### config.mk
export PLATFORM = sky130hd
export DESIGN_NAME = axi_lite_master_v1
export DESIGN_NICKNAME = d
export VERILOG_FILES = /design/src/rtl/axi_lite_pkg.sv /design/src/rtl/axi_lite_timeout_ctr.sv /design/src/rtl/axi_lite_master_v1.sv
export SDC_FILE = /design/constraint.sdc
export NUM_CORES = 1
export LEC_CHECK = 0
export BUFFER_PORTS_ARGS = -buffer_cell sky130_fd_sc_hd__buf_4
export CORE_MARGIN = 2
export CORE_UTILIZATION = 48
export DETAILED_ROUTE_END_ITERATION = 12
export GPL_TIMING_DRIVEN = 1
export PLACE_DENSITY = 0.85
export SYNTH_ARGS = -nofsm -noshare
export SYNTH_HDL_FRONTEND = slang
export SYNTH_SLANG_ARGS = --single-unit
### constraint.sdc
create_clock -name m_axi_aclk -period 2.5 [get_ports m_axi_aclk]
set_input_delay 0 -clock m_axi_aclk [delete_from_list [all_inputs] [get_ports m_axi_aclk]]
set_output_delay 0 -clock m_axi_aclk [all_outputs]
set_load 0.03 [all_outputs]
### src/rtl/axi_lite_pkg.sv
// -----------------------------------------------------------------------------
// axi_lite_pkg
//   Shared definitions for the AXI4-Lite command master and its helpers:
//   - AXI response encodings
//   - master FSM state encoding
//   - fabric register / SRAM address map used by bring-up and self-test
//   - small response helper
// -----------------------------------------------------------------------------
package axi_lite_pkg;

   // AXI xRESP encodings
   localparam logic [1:0] RESP_OKAY   = 2'b00;
   localparam logic [1:0] RESP_EXOKAY = 2'b01;
   localparam logic [1:0] RESP_SLVERR = 2'b10;
   localparam logic [1:0] RESP_DECERR = 2'b11;

   // Master FSM states
   typedef enum logic [2:0] {
      ST_IDLE    = 3'd0,
      ST_WR_REQ  = 3'd1,
      ST_WR_RESP = 3'd2,
      ST_RD_REQ  = 3'd3,
      ST_RD_DATA = 3'd4,
      ST_RSP     = 3'd5
   } state_t;

   // Timeout counter width; TIMEOUT_CYCLES must fit in it
   localparam int unsigned TMO_W = 16;

   // Fabric address map
   localparam logic [31:0] ADDR_CTRL        = 32'h0000_0000;
   localparam logic [31:0] ADDR_STATUS      = 32'h0000_0004;
   localparam logic [31:0] ADDR_BASE        = 32'h0000_0008;
   localparam logic [31:0] ADDR_DEPTH       = 32'h0000_000C;
   localparam logic [31:0] ADDR_STRIDE      = 32'h0000_0010;
   localparam logic [31:0] ADDR_HINTS       = 32'h0000_0014;
   localparam logic [31:0] ADDR_LANE_CNT    = 32'h0000_0018;
   localparam logic [31:0] ADDR_LANE_MASK   = 32'h0000_001C;
   localparam logic [31:0] ADDR_CYCLES      = 32'h0000_0020;
   localparam logic [31:0] ADDR_UTIL        = 32'h0000_0024;
   localparam logic [31:0] ADDR_SKIP_BASE   = 32'h0000_0028;
   localparam logic [31:0] ADDR_RESULTS     = 32'h0000_0100;
   localparam logic [31:0] ADDR_WEIGHT_SRAM = 32'h0000_1000;
   localparam logic [31:0] ADDR_INPUT_SRAM  = 32'h0000_2000;

   // SLVERR and DECERR both have bit 1 set
   function automatic logic resp_is_err(input logic [1:0] resp);
      return resp[1];
   endfunction

endpackage

### src/rtl/axi_lite_timeout_ctr.sv
// -----------------------------------------------------------------------------
// axi_lite_timeout_ctr
//   Saturating stall counter with a sticky timeout flag.
//   Ports:
//     clk, rst  - clock, synchronous active-high reset
//     clr       - restart counting (state entry or any handshake); wins over inc
//     inc       - count this cycle (master is waiting on the slave)
//     flag      - sticky, set on the edge the count reaches LIMIT
// -----------------------------------------------------------------------------
module axi_lite_timeout_ctr
   import axi_lite_pkg::*;
#(
   parameter int unsigned LIMIT = 1024
)(
   input  logic clk,
   input  logic rst,
   input  logic clr,
   input  logic inc,
   output logic flag
);

   localparam logic [TMO_W:0]   LIMIT_X = (TMO_W+1)'(LIMIT);
   localparam logic [TMO_W-1:0] CNT_MAX = '1;

   logic [TMO_W-1:0] count;
   logic [TMO_W:0]   count_inc;

   // One bit wider so the compare never wraps at saturation
   assign count_inc = {1'b0, count} + {{TMO_W{1'b0}}, 1'b1};

   always_ff @(posedge clk) begin
      if (rst) begin
         count <= '0;
         flag  <= 1'b0;
      end else begin
         if (clr)
            count <= '0;
         else if (inc && (count != CNT_MAX))
            count <= count_inc[TMO_W-1:0];

         if (!clr && inc && (count_inc >= LIMIT_X))
            flag <= 1'b1;
      end
   end

endmodule

### src/rtl/axi_lite_master_v1.sv
// -----------------------------------------------------------------------------
// axi_lite_master_v1
//   Command-driven AXI4-Lite initiator, one outstanding single-beat transaction.
//   Ports:
//     m_axi_aclk, m_axi_areset   - clock, synchronous active-high reset
//     cmd_*                      - valid/ready command in (write flag, addr, wdata)
//     rsp_*                      - valid/ready response out (write echo, resp, rdata)
//     busy                       - FSM not in IDLE
//     timeout_err                - sticky: a wait state stalled TIMEOUT_CYCLES cycles
//     m_axi_aw/w/b/ar/r*         - AXI4-Lite master channels, all outputs registered
// -----------------------------------------------------------------------------
module axi_lite_master_v1
   import axi_lite_pkg::*;
#(
   parameter int unsigned ADDR_WIDTH     = 32,
   parameter int unsigned DATA_WIDTH     = 32,
   parameter int unsigned TIMEOUT_CYCLES = 1024
)(
   input  logic                  m_axi_aclk,
   input  logic                  m_axi_areset,
   // command port
   input  logic                  cmd_valid,
   output logic                  cmd_ready,
   input  logic                  cmd_write,
   input  logic [ADDR_WIDTH-1:0] cmd_addr,
   input  logic [DATA_WIDTH-1:0] cmd_wdata,
   // response port
   output logic                  rsp_valid,
   input  logic                  rsp_ready,
   output logic                  rsp_write,
   output logic [1:0]            rsp_resp,
   output logic [DATA_WIDTH-1:0] rsp_rdata,
   // status
   output logic                  busy,
   output logic                  timeout_err,
   // AXI write address
   output logic [ADDR_WIDTH-1:0] m_axi_awaddr,
   output logic                  m_axi_awvalid,
   input  logic                  m_axi_awready,
   // AXI write data
   output logic [DATA_WIDTH-1:0] m_axi_wdata,
   output logic                  m_axi_wvalid,
   input  logic                  m_axi_wready,
   // AXI write response
   input  logic [1:0]            m_axi_bresp,
   input  logic                  m_axi_bvalid,
   output logic                  m_axi_bready,
   // AXI read address
   output logic [ADDR_WIDTH-1:0] m_axi_araddr,
   output logic                  m_axi_arvalid,
   input  logic                  m_axi_arready,
   // AXI read data
   input  logic [DATA_WIDTH-1:0] m_axi_rdata,
   input  logic [1:0]            m_axi_rresp,
   input  logic                  m_axi_rvalid,
   output logic                  m_axi_rready
);

   state_t state;

   logic cmd_hs, rsp_hs;
   logic aw_hs, w_hs, b_hs, ar_hs, r_hs;
   logic aw_done, w_done;
   logic tmo_clr, tmo_inc;

   assign cmd_ready = (state == ST_IDLE);
   assign busy      = (state != ST_IDLE);

   assign cmd_hs = cmd_valid && cmd_ready;
   assign rsp_hs = rsp_valid && rsp_ready;
   assign aw_hs  = m_axi_awvalid && m_axi_awready;
   assign w_hs   = m_axi_wvalid  && m_axi_wready;
   assign b_hs   = m_axi_bvalid  && m_axi_bready;
   assign ar_hs  = m_axi_arvalid && m_axi_arready;
   assign r_hs   = m_axi_rvalid  && m_axi_rready;

   // In WR_REQ a dropped valid means that channel already handshook,
   // so no separate done flags are needed.
   assign aw_done = !m_axi_awvalid || aw_hs;
   assign w_done  = !m_axi_wvalid  || w_hs;

   // Every state transition coincides with a cmd/rsp/AXI handshake, so
   // clearing on handshakes also covers clearing on state entry.
   assign tmo_clr = cmd_hs || rsp_hs || aw_hs || w_hs || b_hs || ar_hs || r_hs;
   assign tmo_inc = (state == ST_WR_REQ) || (state == ST_WR_RESP) ||
                    (state == ST_RD_REQ) || (state == ST_RD_DATA);

   axi_lite_timeout_ctr #(
      .LIMIT (TIMEOUT_CYCLES)
   ) u_tmo (
      .clk  (m_axi_aclk),
      .rst  (m_axi_areset),
      .clr  (tmo_clr),
      .inc  (tmo_inc),
      .flag (timeout_err)
   );

   always_ff @(posedge m_axi_aclk) begin
      if (m_axi_areset) begin
         state         <= ST_IDLE;
         m_axi_awaddr  <= '0;
         m_axi_awvalid <= 1'b0;
         m_axi_wdata   <= '0;
         m_axi_wvalid  <= 1'b0;
         m_axi_bready  <= 1'b0;
         m_axi_araddr  <= '0;
         m_axi_arvalid <= 1'b0;
         m_axi_rready  <= 1'b0;
         rsp_valid     <= 1'b0;
         rsp_write     <= 1'b0;
         rsp_resp      <= RESP_OKAY;
         rsp_rdata     <= '0;
      end else begin
         case (state)
            ST_IDLE: begin
               if (cmd_hs) begin
                  rsp_write <= cmd_write;
                  if (cmd_write) begin
                     // AW and W rise together: the fabric slave only
                     // commits a write when both valids coincide.
                     m_axi_awaddr  <= cmd_addr;
                     m_axi_wdata   <= cmd_wdata;
                     m_axi_awvalid <= 1'b1;
                     m_axi_wvalid  <= 1'b1;
                     state         <= ST_WR_REQ;
                  end else begin
                     m_axi_araddr  <= cmd_addr;
                     m_axi_arvalid <= 1'b1;
                     state         <= ST_RD_REQ;
                  end
               end
            end

            ST_WR_REQ: begin
               if (aw_hs) m_axi_awvalid <= 1'b0;
               if (w_hs)  m_axi_wvalid  <= 1'b0;
               if (aw_done && w_done) begin
                  m_axi_bready <= 1'b1;
                  state        <= ST_WR_RESP;
               end
            end

            ST_WR_RESP: begin
               if (b_hs) begin
                  rsp_resp     <= m_axi_bresp;
                  rsp_rdata    <= '0;
                  m_axi_bready <= 1'b0;
                  rsp_valid    <= 1'b1;
                  state        <= ST_RSP;
               end
            end

            ST_RD_REQ: begin
               if (ar_hs) begin
                  m_axi_arvalid <= 1'b0;
                  m_axi_rready  <= 1'b1;
                  state         <= ST_RD_DATA;
               end
            end

            ST_RD_DATA: begin
               if (r_hs) begin
                  rsp_resp     <= m_axi_rresp;
                  rsp_rdata    <= m_axi_rdata;
                  m_axi_rready <= 1'b0;
                  rsp_valid    <= 1'b1;
                  state        <= ST_RSP;
               end
            end

            ST_RSP: begin
               if (rsp_hs) begin
                  rsp_valid <= 1'b0;
                  state     <= ST_IDLE;
               end
            end

            default: begin
               state <= ST_IDLE;
            end
         endcase
      end
   end

endmodule

* After elaboration in Yosys (flattened, before gate mapping)
Index checks and enable logic that the tools add are counted.
Operators by class: $add $sub $neg 1, order comparisons 1, equal/unequal tests 16, mux-type cells 34, bitwise operators 1, reductions and logical operators 45
Operator list (count):
- $mux W32 | 2
- $pmux W32 S2 | 1
- $mux W3 | 6
- $pmux W3 S6 | 1
- $add A16 B1 Y17 const B | 1
- $ge A17 B11 Y1 const B | 1
- $ne A16 B16 Y1 const B | 1
- $reduce_and A4 Y1 | 4
- $reduce_and A3 Y1 | 5
- $mux W1 | 14
- $ne A2 B2 Y1 const B | 7
- $logic_and A1 B1 Y1 | 11
- $logic_or A1 B1 Y1 | 11
- $pmux W1 S2 | 5
- $reduce_bool A2 Y1 | 5
- $eq A3 B2 Y1 const B | 2
- $eq A3 B3 Y1 const B | 2
- $mux W2 | 3
- $ne A2 B1 Y1 const B | 3
- $reduce_and A6 Y1 | 1
- $reduce_bool A3 Y1 | 2
- $pmux W2 S2 | 1
- $eq A3 B1 Y1 const B | 1
- $logic_not A1 Y1 | 3
- 5 further kinds | 5
Storage, ports and cells: flip-flop bits (word level) 157, output and inout bits 140, logic and storage cells 113

* Depth between registers and ports, before layout
Gate-level depths: netlist of run 1.
depth after elaboration 11, mapped depth 9, mapped depth without buffers 6

* Modules after synthesis
A second synthesis of run 1 with hierarchy kept.
Second synthesis, totals: cells, all modules 724, area, all modules 6018.3 um^2
By module, submodules not included:
- axi_lite_master_v1 | instances 1, cells an instance 613, area an instance 5076.1 um^2, sequential area each 2802.7 um^2
- axi_lite_timeout_ctr | instances 1, cells an instance 111, area an instance 942.2 um^2, sequential area each 340.3 um^2

* Worst setup path after synthesis of run 1
No wires, ideal clock.
path type register to register, start point reg state[0], end point reg m_axi_araddr[10], arrival time 2.090 ns, slack 0.340 ns, stages on the path, launching flop included 8, buffers on the path 2, period minus slack after synthesis 2.160 ns, path through dfxtp_1 > buf_2 > nor3_2 > inv_1 > nor3b_2 > buf_2 > nand2_1 > a21oi_1
On the way: longest elaborated chain between the ends 3
Ends and longest elaborated chain:
- start: declaration | line axi_lite_master_v1.sv:59 | state_t state;
- start signal: assignment | line axi_lite_master_v1.sv:100 | state <= ST_IDLE;
- start signal: assignment | line axi_lite_master_v1.sv:125 | state <= ST_WR_REQ;
- start signal: assignment | line axi_lite_master_v1.sv:129 | state <= ST_RD_REQ;
- $logic_not A3 Y1 (*) | line axi_lite_master_v1.sv:66 | assign cmd_ready = (state == ST_IDLE);
- net cmd_ready | line axi_lite_master_v1.sv:23 | output logic cmd_ready,
- $logic_and A1 B1 Y1 | line axi_lite_master_v1.sv:69 | assign cmd_hs = cmd_valid && cmd_ready;
- $reduce_and A3 Y1 (no source line) (*)
- end signal: assignment | line axi_lite_master_v1.sv:127 | m_axi_araddr <= cmd_addr;
- end: declaration | line axi_lite_master_v1.sv:49 | output logic [ADDR_WIDTH-1:0] m_axi_araddr,
The timed path passes the listed nets; every way through them passes the cells marked *. A chain may end at the register's enable or synchronous reset.

* Worst setup path in the final report of run 1
start point reg state[1], end point reg m_axi_wdata[10]
On the way: longest elaborated chain between the ends 3
Ends and longest elaborated chain:
- $logic_not A3 Y1 (*) | line axi_lite_master_v1.sv:66, axi_lite_master_v1.sv:114
- $logic_and A1 B1 Y1 | line axi_lite_master_v1.sv:69
- $reduce_and A3 Y1 (no source line) (*)
- end signal: assignment | line axi_lite_master_v1.sv:122 | m_axi_wdata <= cmd_wdata;
- end: declaration | line axi_lite_master_v1.sv:41 | output logic [DATA_WIDTH-1:0] m_axi_wdata,
Mark *: on every way between the ends. The rest lies on a longest branch, timed or not.

==> results of run 1 <==
[per-stage QoR]
| step | utilization [%] | power [W] | area [sq um] |
|---|---|---|---|
| floorplan | - | 0.00491 | 6120 |
| global placement | 64.4 | 0.00572 | 8060 |
| detailed placement | 64.4 | 0.00576 | 8060 |
| CTS | 77.8 | 0.00860 | 9740 |
| global route | 77.9 | 0.00904 | 9750 |
| finish | 77.9 | 0.00869 | 9750 |
[layer usage]
metal | share of wire, % | global-route usage [%]
met1 | 37 | 34.3
met2 | 49 | 53.6
met3 | 9.0 | 11.0
met4 | 5.4 | 20.8
met5 | 0 | 0
[sequential cells by signal (all words and copies together) (netlist names)]
register / count
m_axi_araddr: 32
m_axi_awaddr: 32
m_axi_wdata: 32
rsp_rdata: 32
u_tmo.count: 16
state: 3
rsp_resp: 2
m_axi_arvalid: 1
m_axi_awvalid: 1
m_axi_bready: 1
m_axi_rready: 1
m_axi_wvalid: 1
rsp_valid: 1
rsp_write: 1
u_tmo.flag: 1
[final cells by class]
| class | count | area share [%] |
|---|---|---|
| clock inverters | 11 | 1.72 |
| well taps | 172 | 2.21 |
| multi-input cells | 544 | 27.4 |
| diodes | 2 | 0.0513 |
| flip-flops and latches | 157 | 32.3 |
| inverters | 6 | 0.231 |
| repair buffers | 370 | 31.5 |
| clock buffers | 19 | 4.65 |
[cells in the final DEF, fill, tap and decap left out, types with 2 or more instances in the layout]
cell           instances
clkinv_2               3
clkbuf_8               2
inv_1                  6
dlygate4sd3_1        106
ha_1                   2
xor2_1                15
nor4_1                 3
a21oi_1              137
a31oi_1                3
nand2_1              238
nand4_1                8
nor2b_1                3
dfxtp_1              156
nor2_1                39
diode_2                2
a211oi_1               5
o21a_1                 2
o211ai_1               9
buf_4                262
o2111ai_1              4
or3_1                  2
nand3_1               38
nor3_1                 4
buf_12                 2
clkinvlp_4             2
bufinv_16              4
clkinv_4               2
and3_1                 2
mux2i_1                6
clkbuf_16             17
a41oi_1                2
[report_power, final]
part | switching (W) | internal [W]
logic | 0.00190 | 0.00106
registers | 0.000238 | 0.00278
clock network | 0.00100 | 0.00171
total | 0.00314 | 0.00555
[how the worst max path moves through the flow]
stage / from / slack (ns) / end / depth (start not counted)
after global routing: u_tmo.count[0] / 0.16 / u_tmo.count[4] / 6
after global placement: u_tmo.count[0] / 0.43 / u_tmo.count[4] / 6
final: state[1] / 0.26 / m_axi_wdata[10] / 6
after CTS: state[2] / 0.17 / rsp_resp[0] / 5
after detailed placement: u_tmo.count[0] / 0.40 / u_tmo.count[4] / 6
after floorplan: state[0] / 0.34 / m_axi_araddr[10] / 7
[repair_timing]
| item | 4_1_cts | 5_1_grt |
|---|---|---|
| buffers inserted | 0 | 0 |
| hold buffers | 106 | 0 |
| endpoints found under the hold margin | 135 | 0 |
| resized for setup | 0 | 1 |
| endpoints found under the setup margin | 0 | 2 |
[logic make-up after synthesis]
family	share of synthesized area, %
simple gates	24.1
compound gates	15.4
flops	51.3
buf+inv	5.35
xor+xnor	2.29
mux	1.16
fa+ha+maj	0.409
[worst max-delay path, cell delays in order (launching register included)]
cell and delay, ns:
dfxtp_1 0.42, buf_4 0.23, nor3_2 0.40, and3_2 0.28, buf_4 0.42, nand2_1 0.17, a21oi_1 0.21
==> flow_summary.ini, run 1 <==
[run_status]
outcome = complete, no violations

[sta]
period_needed_ns = 2.24
finClkSkew_ns = 0.00728
fmax_ghz = 0.447
whs_ns = 0.0385
maxSlewViolCount = 0
rsz0062_at_grt = no
relSlewSlack_pct = 59.5
fin_crit_sh_pct = 89.5
setup_violations = 0
tightest_slew_ns = 0.607
hold_viol_final = 0
fin_ws_ns = 0.263
fin_setup_tns_ns = 0

[synth]
syn_avg_cell_area_sq_um = 7.99
synth_top_area_share_pct = 51.3
synth_common_cells = nand2_1, dfxtp_1, a21oi_1
synth_area_leaders = dfxtp_1, nand2_1, a21oi_1
yosysMostFrequentCell = nand2_1
syn_nets = 879
post_synth_num_cell_types = 45
ys_warn_count = 0
yosysTopAreaCell = dfxtp_1
netlist_area_sq_um = 6120
synthCells = 767
synth_edf_count = 0
ys_seq_elements = 157
synth-async-reset-ratio_pct = 0
ys_seq_area_share_pct = 51.3
synth_ff_type = dfxtp_1

[setup_path]
r2r_start = state[1]
cp_data_arrival_time_ns = 2.57
path_max_fanout = 45
r2r-end = m_axi_wdata[10]
rr_worst_depth = 6
cp-start-kind = register
rrSetupSlack_ns = 0.26
worst-setup-path-type = reg -> reg
required_ns = 2.84
endpoint_kind = register

[clock_network]
h-tree-depth = 4
clk_pin_slew_ns = 0.06
worstSkewPairLatency_ns = 0.42
cts_buffer_depth = 2
cts.sinks = 157
cts_buffers = 17
cts_tree = yes
clockRootBuffer = clkbuf_16

[cells_and_area]
fin_nets = 1208
fin_cells = 1281
drive_gt1_share_pct = 27.5
nFillCells = 754
regArea_sq_um = 3140
multi_input_comb_area_sq_um = 2670
syn_to_final_growth_pct = 59.1

[detailed_routing]
routed_via_density = 5.45
first_pass_iters = 5
via_count = 6983
drt-initial-drc-count = 736
drc_errors = 0
drt-wirelength-per-cell_um = 17.9
ant_nets = 0
drt-total-wl_um = 22900

[power]
ir_worst_vdd_mv = 0.484
p_per_area_nw_per_um2 = 892
p_leak_nw = 4.03

[global_routing]
grt_usage_pct = 31.9
grt_max_degree = 142
grt_overflow = 0
grt_pass1_wl_um = 33600
grt_pass1_vias = 6637
antenna_found_initial = 2

[placed_design]
dp_hpwl_um = 12200
pre_cts_slack_ns = 0.395
gp_congestion = 0.887
port_buffers = 249
place_inst = 1143

[die]
rows = 41
dieHeight_um = 117
io_pins = 250
die_w_um = 117
core_sq_um = 12500
dieArea_sq_um = 13700
initial_core_util_pct = 48.9

[min_path]
hp-start = rsp_ready
hold_class = in -> reg
hold-path-endpoint = rsp_valid
min_path_cells = 4

[job]
drv_cap = 0
(Power assumes the default switching activity.)
==> run 2: changes to the inputs <==
Settings changed: RECOVER_POWER set to 100.
==> flow_summary.ini, run 2 (synthesized netlist as in run 1, its figures left out) <==
[clock_network]
cts_buffers = 17
post-cts-setup-buffers = 0
h-tree-depth = 4
cts_tree = yes
cts.sinks = 157
clockRootBuffer = clkbuf_16
clk_pin_slew_ns = 0.06
cts_buffer_depth = 2
worstSkewPairLatency_ns = 0.42

[sta]
whs_ns = 0.0275
relSlewSlack_pct = 53.8
fin_setup_tns_ns = 0
rsz0062_at_grt = no
finClkSkew_ns = 0.00849
fmax_ghz = 0.439
hold_viol_final = 0
fin_crit_sh_pct = 91.0
maxSlewViolCount = 0
period_needed_ns = 2.28
setup_violations = 0
tightest_slew_ns = 0.693

[global_routing]
antenna_found_initial = 2
grt_overflow = 0
grt_pass1_wl_um = 33600
grt_pass1_vias = 6637
grt_max_degree = 142
grt_usage_pct = 31.9

[setup_path]
cp_data_arrival_time_ns = 2.61
path_max_fanout = 45
worst-setup-path-type = reg -> reg
cp-start-kind = register
endpoint_kind = register
required_ns = 2.83

[cells_and_area]
fin_nets = 1208
multi_input_comb_area_sq_um = 2660
syn_to_final_growth_pct = 50.2
drive_gt1_share_pct = 14.6
nFillCells = 963
design_area_sq_um = 9200
utilization_pct = 73.5
final_common_cell = nand2_1
fin_cells = 1281
final_cell_mix = nand2_1, dfxtp_1, clkbuf_1, a21oi_1, buf_4
regArea_sq_um = 3140

[placed_design]
place_inst = 1143
postPlaceCellArea_sq_um = 8060
dp_hpwl_um = 12200
gp_congestion = 0.887
port_buffers = 249

[die]
initial_core_util_pct = 48.9
io_pins = 250
dieArea_sq_um = 13700
rows = 41
dieHeight_um = 117
core_sq_um = 12500
die_w_um = 117

[detailed_routing]
drc_errors = 0
routed_via_density = 5.44
via_count = 6975
first_pass_iters = 5
ant_nets = 0
drt-total-wl_um = 22900
drt-wirelength-per-cell_um = 17.8
drt-initial-drc-count = 719

[job]
drv_cap = 0

[power]
p_per_area_nw_per_um2 = 915
ir_worst_vdd_mv = 0.485
p_leak_nw = 3.43

[min_path]
hold_class = in -> reg

[run_status]
outcome = complete, no violations
==> run 2: changes by cell type in the layout (fill, tap and decap cells not counted) <==
cell and delta:
clkbuf_1 +141, nor3b_1 +1, nor3b_4 -1, buf_4 -147, clkbuf_2 +4, clkbuf_4 +2
==> run 2: report_power, final <==
| group | internal, W | switching (W) |
|---|---|---|
| Sequential | 0.00278 | 0.000233 |
| Combinational | 0.000815 | 0.00188 |
| Clock | 0.00171 | 0.00100 |
| Total | 0.00530 | 0.00312 |
==> run 2: cell type report <==
type | count | area share, %
Timing Repair Buffer | 370 | 27.5
Clock inverter | 11 | 1.82
Inverter | 6 | 0.245
Antenna cell | 2 | 0.0544
Multi-Input combinational cell | 544 | 28.9
Sequential cell | 157 | 34.2
Tap cell | 172 | 2.34
Clock buffer | 19 | 4.93
==> run 2: metrics by stage <==
step / setup WS [ns] / power [W]
final: 0.224 / 0.00842
after global placement: 0.430 / 0.00572
after CTS: 0.170 / 0.00860
after detailed placement: 0.395 / 0.00576
after floorplan: 0.340 / 0.00491
after global routing: 0.114 / 0.00877
==> run 2: what timing repair did <==
action,4_1_cts,5_1_grt
setup endpoints to repair,0,2
hold buffers,106,0
gates resized for setup,0,1
endpoints found under the hold margin,135,0
==> run 2: layer usage <==
metal  vias to the layer above  GRT usage, %  part of all wire [%]
li1                       3228             -                     -
met1                      3217          34.3                    37
met2                       423          53.6                    49
met3                       107          11.0                   8.9
met4                         0          20.8                   5.2
met5                         -             0                     0
==> run 2: critical path, stage by stage, from the launching register on <==
cell	delay [ns]
dfxtp_1	0.43
buf_4	0.23
nor3_2	0.38
and3_2	0.27
clkbuf_4	0.47
nand2_1	0.17
a21oi_1	0.21
==> run 2: final timing paths <==
path / slack [ns] / to / from / cells after the start
max: 0.22 / m_axi_wdata[10] / state[1] / 6
min: 0.03 / state[1] / cmd_write / 4
max reg2reg: 0.22 / m_axi_wdata[10] / state[1] / 6
min reg2reg: 0.45 / m_axi_awaddr[23] / m_axi_awaddr[23] / 2
